## config.mk

```make
export PLATFORM = sky130hd
export DESIGN_NAME = imm_gen_stage
export DESIGN_NICKNAME = d
export VERILOG_FILES = /design/src/rtl/imm_gen_stage.sv
export SDC_FILE = /design/constraint.sdc
export NUM_CORES = 1
export LEC_CHECK = 0
export ABC_AREA = 1
export CAP_MARGIN = 20
export CORE_MARGIN = 2
export CORE_UTILIZATION = 55
export DETAILED_ROUTE_END_ITERATION = 7
export PLACE_DENSITY = 0.86
export SYNTH_ARGS = -nofsm -noshare
export SYNTH_HDL_FRONTEND = slang
export SYNTH_SLANG_ARGS = --single-unit
```

## constraint.sdc

```tcl
create_clock -name clk -period 2.74 [get_ports clk]
set_clock_uncertainty 0.15 [all_clocks]
set_input_delay 0.548 -clock clk [delete_from_list [all_inputs] [get_ports clk]]
set_output_delay 0.548 -clock clk [all_outputs]
set_load 0.03 [all_outputs]
```

## src/rtl/imm_gen_stage.sv

```systemverilog
// Decode-stage immediate generator: RV32I immediate formats plus shift amount, sign-extended to XLEN,
// behind a valid/ready handshake with a main register and one skid slot so in_ready is flop-driven.
module imm_gen_stage #(
  parameter int XLEN       = 32,
  parameter int TAG_W      = 32,
  parameter bit SHAMT_MODE = 1'b1
) (
  input  logic             clk,
  input  logic             rst_n,
  input  logic             flush,
  input  logic             in_valid,
  output logic             in_ready,
  input  logic [31:0]      in_instr,
  input  logic [TAG_W-1:0] in_tag,
  output logic             out_valid,
  input  logic             out_ready,
  output logic [XLEN-1:0]  out_imm,
  output logic [2:0]       out_fmt,
  output logic             out_illegal,
  output logic [TAG_W-1:0] out_tag
);

  localparam logic [2:0] FMT_NONE  = 3'd0;
  localparam logic [2:0] FMT_I     = 3'd1;
  localparam logic [2:0] FMT_S     = 3'd2;
  localparam logic [2:0] FMT_B     = 3'd3;
  localparam logic [2:0] FMT_U     = 3'd4;
  localparam logic [2:0] FMT_J     = 3'd5;
  localparam logic [2:0] FMT_SHAMT = 3'd6;

  localparam logic [6:0] OP_IMM    = 7'b0010011;
  localparam logic [6:0] OP_LOAD   = 7'b0000011;
  localparam logic [6:0] OP_JALR   = 7'b1100111;
  localparam logic [6:0] OP_SYSTEM = 7'b1110011;
  localparam logic [6:0] OP_STORE  = 7'b0100011;
  localparam logic [6:0] OP_BRANCH = 7'b1100011;
  localparam logic [6:0] OP_LUI    = 7'b0110111;
  localparam logic [6:0] OP_AUIPC  = 7'b0010111;
  localparam logic [6:0] OP_JAL    = 7'b1101111;

  logic [31:0]      imm32_s;
  logic [XLEN-1:0]  dec_imm_s;
  logic [2:0]       dec_fmt_s;
  logic             dec_ill_s;
  logic             accept_s;
  logic             fire_s;

  logic             main_valid_r;
  logic [XLEN-1:0]  main_imm_r;
  logic [2:0]       main_fmt_r;
  logic             main_ill_r;
  logic [TAG_W-1:0] main_tag_r;
  logic             skid_valid_r;
  logic [XLEN-1:0]  skid_imm_r;
  logic [2:0]       skid_fmt_r;
  logic             skid_ill_r;
  logic [TAG_W-1:0] skid_tag_r;

  // Decode the incoming word: build a 32-bit sign-correct immediate, then widen to XLEN
  always_comb begin
    imm32_s   = 32'h0000_0000;
    dec_fmt_s = FMT_NONE;
    dec_ill_s = 1'b0;
    dec_imm_s = {XLEN{1'b0}};
    case (in_instr[6:0])
      OP_IMM: begin
        if (SHAMT_MODE && (in_instr[14:12] == 3'b001 || in_instr[14:12] == 3'b101)) begin
          dec_fmt_s = FMT_SHAMT;
        end else begin
          imm32_s   = {{20{in_instr[31]}}, in_instr[31:20]};
          dec_fmt_s = FMT_I;
        end
      end
      OP_LOAD, OP_JALR, OP_SYSTEM: begin
        imm32_s   = {{20{in_instr[31]}}, in_instr[31:20]};
        dec_fmt_s = FMT_I;
      end
      OP_STORE: begin
        imm32_s   = {{20{in_instr[31]}}, in_instr[31:25], in_instr[11:7]};
        dec_fmt_s = FMT_S;
      end
      OP_BRANCH: begin
        imm32_s   = {{19{in_instr[31]}}, in_instr[31], in_instr[7], in_instr[30:25],
                     in_instr[11:8], 1'b0};
        dec_fmt_s = FMT_B;
      end
      OP_LUI, OP_AUIPC: begin
        imm32_s   = {in_instr[31:12], 12'h000};
        dec_fmt_s = FMT_U;
      end
      OP_JAL: begin
        imm32_s   = {{11{in_instr[31]}}, in_instr[31], in_instr[19:12], in_instr[20],
                     in_instr[30:21], 1'b0};
        dec_fmt_s = FMT_J;
      end
      default: begin
        dec_ill_s = 1'b1;
      end
    endcase
    // Shift amounts are zero-extended; RV64 uses the 6-bit field
    if (dec_fmt_s == FMT_SHAMT) begin
      dec_imm_s[5:0] = (XLEN == 64) ? in_instr[25:20] : {1'b0, in_instr[24:20]};
    end else begin
      dec_imm_s       = {XLEN{imm32_s[31]}};
      dec_imm_s[31:0] = imm32_s;
    end
  end

  assign in_ready  = ~skid_valid_r;
  assign accept_s  = in_valid & ~skid_valid_r;
  assign fire_s    = main_valid_r & out_ready;

  // Main/skid occupancy and data: skid refills main first, otherwise new beats go to main when it frees up
  always_ff @(posedge clk) begin
    if (!rst_n) begin
      main_valid_r <= 1'b0;
      main_imm_r   <= {XLEN{1'b0}};
      main_fmt_r   <= FMT_NONE;
      main_ill_r   <= 1'b0;
      main_tag_r   <= {TAG_W{1'b0}};
      skid_valid_r <= 1'b0;
      skid_imm_r   <= {XLEN{1'b0}};
      skid_fmt_r   <= FMT_NONE;
      skid_ill_r   <= 1'b0;
      skid_tag_r   <= {TAG_W{1'b0}};
    end else if (flush) begin
      main_valid_r <= 1'b0;
      skid_valid_r <= 1'b0;
    end else if (fire_s && skid_valid_r) begin
      main_imm_r   <= skid_imm_r;
      main_fmt_r   <= skid_fmt_r;
      main_ill_r   <= skid_ill_r;
      main_tag_r   <= skid_tag_r;
      skid_valid_r <= 1'b0;
    end else if (accept_s && (!main_valid_r || fire_s)) begin
      main_valid_r <= 1'b1;
      main_imm_r   <= dec_imm_s;
      main_fmt_r   <= dec_fmt_s;
      main_ill_r   <= dec_ill_s;
      main_tag_r   <= in_tag;
    end else if (accept_s) begin
      skid_valid_r <= 1'b1;
      skid_imm_r   <= dec_imm_s;
      skid_fmt_r   <= dec_fmt_s;
      skid_ill_r   <= dec_ill_s;
      skid_tag_r   <= in_tag;
    end else if (fire_s) begin
      main_valid_r <= 1'b0;
    end else begin
      main_valid_r <= main_valid_r;
    end
  end

  assign out_valid   = main_valid_r;
  assign out_imm     = main_imm_r;
  assign out_fmt     = main_fmt_r;
  assign out_illegal = main_ill_r;
  assign out_tag     = main_tag_r;

endmodule
```

Word-level counts from Yosys, hierarchy flattened
Cells that the tools add are included.
Widths: inputs -> output; s select.
{"block": "word_totals", "output_inout_bits": 70, "memories": 0, "ff_bits": 138, "mem_bits_rw": 0, "romBits": 0, "latchBits": 0, "word_cells": 64}
{"block": "classes", "shift": 0, "mux": 18, "mul": 0, "n_lt_le_gt_ge": 0, "n_addsub": 0, "reduce_logical": 16, "n_div": 0, "n_eq_ne": 13, "n_bitwise": 7}
{"op": "$pmux 32 s6", "count": 1}
{"op": "$mux 32", "count": 5}
{"op": "$eq 7x7->1 const B", "count": 4}
{"op": "$mux 26", "count": 1}
{"op": "$pmux 3 s6", "count": 1}
{"op": "$eq 7x5->1 const B", "count": 2}
{"op": "$eq 7x6->1 const B", "count": 2}
{"op": "$mux 3", "count": 3}
{"op": "$reduce_or 9->1", "count": 1}
{"op": "$eq 7x2->1 const B", "count": 1}
{"op": "$eq 3x3->1 const B", "count": 2}
{"op": "$mux 1", "count": 6}
{"op": "$mux 6", "count": 1}
{"op": "$reduce_or 3->1", "count": 2}
{"op": "$not 1->1", "count": 5}
{"op": "$reduce_and 2->1", "count": 2}
{"op": "$reduce_and 4->1", "count": 1}
{"op": "$reduce_bool 2->1", "count": 2}
{"op": "$reduce_or 2->1", "count": 2}
{"op": "$eq 3x1->1 const B", "count": 1}
{"op": "$reduce_and 3->1", "count": 1}
{"op": "$and 1x1->1", "count": 2}
{"op": "$logic_and 1x1->1", "count": 2}
{"op": "$logic_or 1x1->1", "count": 2}
{"op": "other kinds (2)", "count": 2}

Longest topological paths before layout
Gate-level depths: netlist (run 1).
{"block": "depth", "depth_word": 8, "ltp_mapped": 12, "ltp_nobuf": 11}

Worst setup path after synthesis (run 1)
No wires, ideal clock.
{"block": "synth_timing", "kind": "input-to-reg", "start": "in in_instr[1]", "end": "reg skid_imm_r[21]", "arrival_ns": 1.661, "setup_time_ns": 0.055, "required_ns": 2.535, "path_slack_ns": 0.874, "path_buffers": 1, "cell_stages": 11, "cell_sequence": "nand2_1 nor2_1 nand2_2 nor2_2 nor2_4 nand2_4 nand2_2 buf_6 nand3_2 o211ai_2 inv_2"}
{"block": "synth_between", "elab_chain_cells": 5}
{"item": "start, declared", "line": "13", "text": "input logic [31:0] in_instr,"}
{"item": "$eq 7x2->1 (tied with other cells)", "line": "65", "text": "case (in_instr[6:0])"}
{"item": "$reduce_or 3->1 / $reduce_or 2->1 (equally long branches)"}
{"item": "$pmux 3 s6", "line": "65"}
{"item": "$eq 3x3->1", "line": "101", "text": "if (dec_fmt_s == FMT_SHAMT) begin"}
{"item": "$mux 26 (*)", "line": "101"}
{"item": "end signal, assigned", "line": "122", "text": "skid_imm_r <= {XLEN{1'b0}};"}
{"item": "end signal, assigned", "line": "143", "text": "skid_imm_r <= dec_imm_s;"}
{"item": "end, declared", "line": "54", "text": "logic [XLEN-1:0] skid_imm_r;"}
Mark *: on every way between the ends. The rest lies on a longest branch, timed or not.
A chain may end at the register's enable or synchronous reset.

Worst setup path after layout (run 1)
{"block": "layout_timing", "start": "in in_instr[12]", "end": "reg main_imm_r[27], in the netlist out_imm[27]"}
{"block": "layout_between", "elab_chain_cells": 8}
{"item": "$eq 3x1->1 / $eq 3x3->1 (equally long branches)", "line": "67", "text": "if (SHAMT_MODE && (in_instr[14:12] == 3'b001 || in_instr[14:12] == 3'b101)) begin"}
{"item": "$logic_or 1x1->1 (*)", "line": "67"}
{"item": "$mux 3", "line": "67"}
{"item": "$pmux 3 s6", "line": "65"}
{"item": "$eq 3x3->1", "line": "101"}
{"item": "$mux 26 (*)", "line": "101"}
{"item": "$mux 32 (*)", "line": "135", "text": "end else if (accept_s && (!main_valid_r || fire_s)) begin"}
{"item": "$mux 32 (*)", "line": "129", "text": "end else if (fire_s && skid_valid_r) begin"}
{"item": "end signal, assigned", "line": "117", "text": "main_imm_r <= {XLEN{1'b0}};"}
{"item": "end signal, assigned", "line": "130", "text": "main_imm_r <= skid_imm_r;"}
{"item": "end signal, assigned", "line": "137", "text": "main_imm_r <= dec_imm_s;"}
{"item": "end, declared", "line": "49", "text": "logic [XLEN-1:0] main_imm_r;"}
Mark *: on every way between the ends. The rest lies on a longest branch, timed or not. The select of a mux whose other input is x is not followed.

==> flow_summary.yaml, run 1 <==
clocking:
  post-cts-setup-buffers: 0
  cts.repair.resized: 0
  cts_tree: "yes"
  clkTransAtPathRegs_ns: 0.06
  cts_root_buffer: "clkbuf_16"
  cts-hold-fix-buffers: 0
  clock_latency_ns: 0.42
  cts.htree.levels: 4
  clockBufferDepth: 2
  cts_buffers: 17
  clock_sinks: 138
global_routing:
  grt_pass1_vias: 5606
  busiest_layer: "met2"
  grt_pass1_wl_um: 26900
  grt_max_degree: 100
  grtUsageMet1_pct: 34.9
  gr-usage-met2_pct: 42.0
  met3_usage_pct: 5.63
  grt_overflow: 0
  grt_usage_pct: 26.5
  antenna_found_initial: 0
synth:
  ys_seq_area_share_pct: 43.8
  ys_warn_count: 0
  ys.flop_type: "dfxtp_1"
  synth_area_per_cell_um2: 7.14
  synth_cell_type_count: 31
  synth_common_cells: "263 x nand2_1, 138 x dfxtp_1, 88 x nor2_1, 78 x a21oi_1, 41 x o21ai_0"
  syn_area_um2: 6310
  yosysMostFrequentCell: "nand2_1"
  yosysTopAreaCell: "dfxtp_1"
  synth_nets: 953
  synth_enable_flop_cells: 0
  yosys_register_bits: 138
  async_reset_ff_share_pct: 0
  synth.area.top_cells: "dfxtp_1 44%, nand2_1 16%, a21oi_1 6.2%"
  yosys.area.top_type_share_pct: 43.8
  synth_cells: 884
sta:
  hold-worst-slack_ns: 0.312
  fin_crit_sh_pct: 82.0
  rsz0062_at_grt: "no"
  fmax_ghz: 0.445
  slew_headroom_pct: 47.8
  worstMarginPinSlew_ns: 0.783
  fin_crit_ns: 2.25
  hold_viol_final: 0
  setup_viol: 0
  fin_setup_tns_ns: 0
  drv_slew: 0
finish:
  area_delta_synth_final_pct: 32.3
  antenna_cells: 0
  postLayoutCellArea_um2: 8350
  finalNonFillerCells: 1146
  drive_gt1_share_pct: 10.6
  nets: 1059
drt:
  vias: 6245
  drt-initial-drc-count: 444
  routed_wl_um: 16500
  ant_nets: 0
  detail_route.wl_per_cell_um: 14.4
  drc: 0
  drt_first_pass_iters: 5
  vias_per_cell: 5.45
critical_path:
  worst_ep_arrival_time_ns: 2.39
  worstReg2RegStart: "out_valid"
  startpoint: "in_instr[12]"
  critical_path.endpoint: "out_imm[27]"
  ff2ff_setup_slack_ns: 0.93
  critPathMaxFanout: 29
  r2r_cells: 8
  r2r-end: "skid_imm_r[3]"
  critPathCaptureType: "register"
  crit_type: "in2reg"
  worstPathRequired_ns: 2.88
  startpoint_type: "input pin"
pwr:
  p_per_area_nw_per_um2: 591
  p_leak_nw: 3.53
  ir_worst_vdd_uv: 473
floorplan:
  die_y_um: 111
  die-area_um2: 12300
  dieWidth_um: 111
  start_util_pct: 55.8
  rows: 39
  core_um2: 11300
  boundaryPins: 139
placement:
  io_buffers: 138
  placed_area_um2: 7750
  hpwl_um: 10200
  dp.cells: 1114
  gp_congestion: 0.870
min_path:
  min_path_type: "reg2reg"
job:
  maxCapViolations: 0
outcome:
  status: "complete, no violations"
## cell families after synthesis
kind of cell / Yosys count / share of synthesized area (%)
AOI/OAI and AO/OA: 189 / 17.9
buffers and inverters: 120 / 8.07
DFF: 138 / 43.8
and+or+nand+nor: 437 / 30.3
## power breakdown
part	total (mW)	internal (mW)	switching, mW	leakage [nW]
registers	2.09	2.06	0.0290	1.12
logic	0.503	0.219	0.284	2.12
clock network	2.34	1.47	0.869	0.292
total	4.93	3.75	1.18	3.53
## placed cells by master, fill, tap and decap left out, drive strengths merged
cell,n
a31oi,32
o211ai,31
nor3,3
nor4,1
or2,1
nand2,272
o311ai,1
nand3,31
a41oi,1
a21oi,78
inv,55
clkinv,6
clkbuf,20
buf,15
clkdlybuf4s50,137
clkinvlp,3
nor2,92
bufinv,3
o21a,2
dfxtp,138
nand4,36
nand3b,1
o21ai,44
## stage by stage
stage          setup slack, ns  power [mW]  utilization (%)
2_1_floorplan            0.874        2.38                -
3_3_place_gp             0.182        2.62             68.4
3_5_place_dp             0.127        2.63             68.4
4_1_cts                  0.494        4.94             73.8
5_1_grt                  0.319        5.09             73.8
6_report                 0.492        4.93             73.8
## sequential cells by signal, summed over array words and instances, names as in the netlist
register      count
out_imm          32
out_tag          32
skid_imm_r       32
skid_tag_r       32
out_fmt           3
skid_fmt_r        3
out_illegal       1
out_valid         1
skid_ill_r        1
skid_valid_r      1
## critical path: stages
cell             delay [ns]
clkdlybuf4s50_1        0.50
inv_1                  0.05
nor2_1                 0.30
inv_1                  0.19
nand3_1                0.13
nand3_2                0.09
nand2_2                0.10
buf_12                 0.18
nand4_1                0.12
nand2_1                0.12
a21oi_1                0.06
## worst min path at each step
stage,to,slack [ns],from,cells past startpoint
2_1_floorplan,skid_tag_r[0],0.30,skid_tag_r[0],2
3_3_place_gp,skid_tag_r[29],0.30,skid_tag_r[29],2
3_5_place_dp,out_imm[4],0.30,out_imm[4],2
4_1_cts,out_imm[4],0.31,out_imm[4],2
5_1_grt,skid_tag_r[12],0.33,skid_tag_r[12],2
6_report,out_imm[31],0.31,out_imm[31],2
## metal layers
metal  share of wire (%)  wire (µm)
met3                 5.9        968
met2                  48       7910
met5                   0          0
met1                  43       7180
met4                 2.7        449
## final cells by class
type	count	area, µm²
repair buffers	152	1540
clock inverters	12	146
multi-input cells	626	3060
inverters	55	208
well taps	143	179
fillers	913	2970
flip-flops and latches	138	2760
clock buffers	20	457
Power figures use the tool's default switching activity.
==> run 2: changes to the inputs <==
--- a/config.mk
+++ b/config.mk
@@ -8,9 +8,9 @@
 export ABC_AREA = 1
 export CAP_MARGIN = 20
 export CORE_MARGIN = 2
-export CORE_UTILIZATION = 55
+export CORE_UTILIZATION = 46
 export DETAILED_ROUTE_END_ITERATION = 7
-export PLACE_DENSITY = 0.86
+export PLACE_DENSITY = 0.77
 export SYNTH_ARGS = -nofsm -noshare
 export SYNTH_HDL_FRONTEND = slang
 export SYNTH_SLANG_ARGS = --single-unit
==> constraint.sdc (replaced) <==
create_clock -name clk -period 2 [get_ports clk]
set_clock_uncertainty 0.15 [all_clocks]
set_input_delay 0.4 -clock clk [delete_from_list [all_inputs] [get_ports clk]]
set_output_delay 0.4 -clock clk [all_outputs]
set_load 0.03 [all_outputs]
==> flow_summary.yaml, run 2 (synthesis results as in run 1) <==
outcome:
  status: "complete, no violations"
floorplan:
  core_um2: 13300
  dieWidth_um: 121
  start_util_pct: 47.3
  boundaryPins: 139
  rows: 42
  die-area_um2: 14700
  die_y_um: 121
critical_path:
  crit_chain: "clkdlybuf4s50_1"
  max_stage_delay_ns: 0.67
  path_depth: 1
  r2r_cells: 9
  critPathTopFamily: "buffers and inverters"
  worst_ep_arrival_time_ns: 1.42
  startpoint_type: "register"
  critPathCaptureType: "output port"
  critPathMaxFanout: 2
  crit_slowest_cell: "clkdlybuf4s50_1"
  worstPathRequired_ns: 1.45
  crit_type: "reg2out"
  crit_buf_inv: 1
placement:
  dp.cells: 1197
  hpwl_um: 11900
  place_ws_ns: -0.398
  gp_congestion: 0.898
  io_buffers: 138
finish:
  finalNonFillerCells: 1229
  layout_common_cells: "263 x nand2_1, 138 x dfxtp_1, 85 x nor2_1"
  drive_gt1_share_pct: 15.3
  final_common_cell: "nand2_1"
  nets: 1109
  area_delta_synth_final_pct: 42.6
  antenna_cells: 0
clocking:
  clkTransAtPathRegs_ns: 0.06
  clockBufferDepth: 2
  cts_root_buffer: "clkbuf_16"
  cts_tree: "yes"
  clock_sinks: 138
  cts_buffers: 17
  clock_latency_ns: 0.42
  cts.htree.levels: 4
pwr:
  p_leak_nw: 4.52
  ir_worst_vdd_uv: 562
  p_per_area_nw_per_um2: 754
drt:
  drt_first_pass_iters: 6
  vias: 6510
  ant_nets: 0
  drc: 0
  drt-initial-drc-count: 471
  routed_wl_um: 17700
  detail_route.wl_per_cell_um: 14.4
  vias_per_cell: 5.30
min_path:
  hold_depth: 2
  min_path_type: "reg2reg"
job:
  maxCapViolations: 0
global_routing:
  antenna_found_initial: 0
  grt_pass1_vias: 5921
  grt_pass1_wl_um: 28700
  grt_usage_pct: 24.5
  grt_overflow: 0
  grt_max_degree: 43
sta:
  fin_crit_sh_pct: 98.4
  setup_viol: 0
  slew_headroom_pct: 74.8
  fmax_ghz: 0.508
  worstMarginPinSlew_ns: 0.378
  fin_ws_ns: 0.0326
  fin_crit_ns: 1.97
  hold_viol_final: 0
  drv_slew: 0
-- run 2: changes by cell type in the layout (fill, tap and decap cells not counted), moves of 2 or more --
cell,delta
nor2_4,+2
nand2_2,-3
nor2_1,-3
buf_4,+37
buf_12,+12
a21oi_1,-2
nand2_4,+3
dlygate4sd2_1,+33
dlymetal6s2s_1,+31
a21oi_2,+2
clkdlybuf4s50_1,-64
-- run 2: layout make-up --
| type | count | area (µm²) |
|---|---|---|
| clock inverters | 12 | 148 |
| repair buffers | 202 | 2110 |
| flip-flops and latches | 138 | 2760 |
| multi-input cells | 626 | 3110 |
| well taps | 176 | 220 |
| clock buffers | 20 | 447 |
| inverters | 55 | 208 |
| fillers | 1168 | 4350 |
-- run 2: worst paths after layout --
kind	start	to	slack (ns)
worst max register to register	out_valid	out_imm[8]	0.29
worst max-delay path	out_imm[8]	out_imm[8]	0.03
worst min-delay path	out_imm[23]	out_imm[23]	0.31
worst min register to register	out_imm[23]	out_imm[23]	0.31
-- run 2: power breakdown --
group | internal [mW] | leakage [nW] | switching [mW]
combinational | 0.334 | 3.11 | 0.412
sequential | 2.82 | 1.12 | 0.0377
clock | 1.99 | 0.290 | 1.20
total | 5.14 | 4.52 | 1.65
-- run 2: per-layer routing --
layer  wire, µm  part of all wire [%]  vias to the layer above  track usage, %
met1       7980                    45                     3020            31.5
met4        526                   3.0                        0            10.1
met2       8330                    47                      190            40.1
met3        855                   4.8                       47            5.22
met5          0                     0                        -               0
li1           -                     -                     3253               -
-- run 2: worst reg2reg max path, stage by stage (launching register included) --
cell	delay (ns)
dfxtp_1	0.41
inv_2	0.06
nor2_1	0.13
nor2_1	0.10
o21ai_4	0.18
buf_12	0.23
buf_12	0.16
nor2_1	0.04
nand2_1	0.07
a21oi_1	0.06
-- run 2: repair_timing --
item	4_1_cts	5_1_grt
buffers inserted	0	0
hold buffers	0	0
gates resized for setup	33	44
endpoints found under the setup margin	33	80
pin swaps	0	1
-- run 2: metrics by stage --
stage	utilization (%)	area, µm²	hold WS [ns]	TNS [ns]	power, mW
2_1_floorplan	-	6310	0.295	0	3.26
3_3_place_gp	62.3	8320	0.302	-23.46	3.67
6_report	67.4	9000	0.308	0	6.79
5_1_grt	67.4	9000	0.329	-0.0170	7.01
3_5_place_dp	62.3	8320	0.305	-25.42	3.68
4_1_cts	66.4	8870	0.308	0	6.83
==> run 3: changes to the inputs <==
--- a/config.mk
+++ b/config.mk
@@ -9,6 +9,7 @@
 export CAP_MARGIN = 20
 export CORE_MARGIN = 2
 export CORE_UTILIZATION = 46
+export CTS_CLUSTER_DIAMETER = 40
 export DETAILED_ROUTE_END_ITERATION = 7
 export PLACE_DENSITY = 0.77
 export SYNTH_ARGS = -nofsm -noshare
==> results of run 3 <==
Final layout, timing and power as in run 2 (identical DEF).
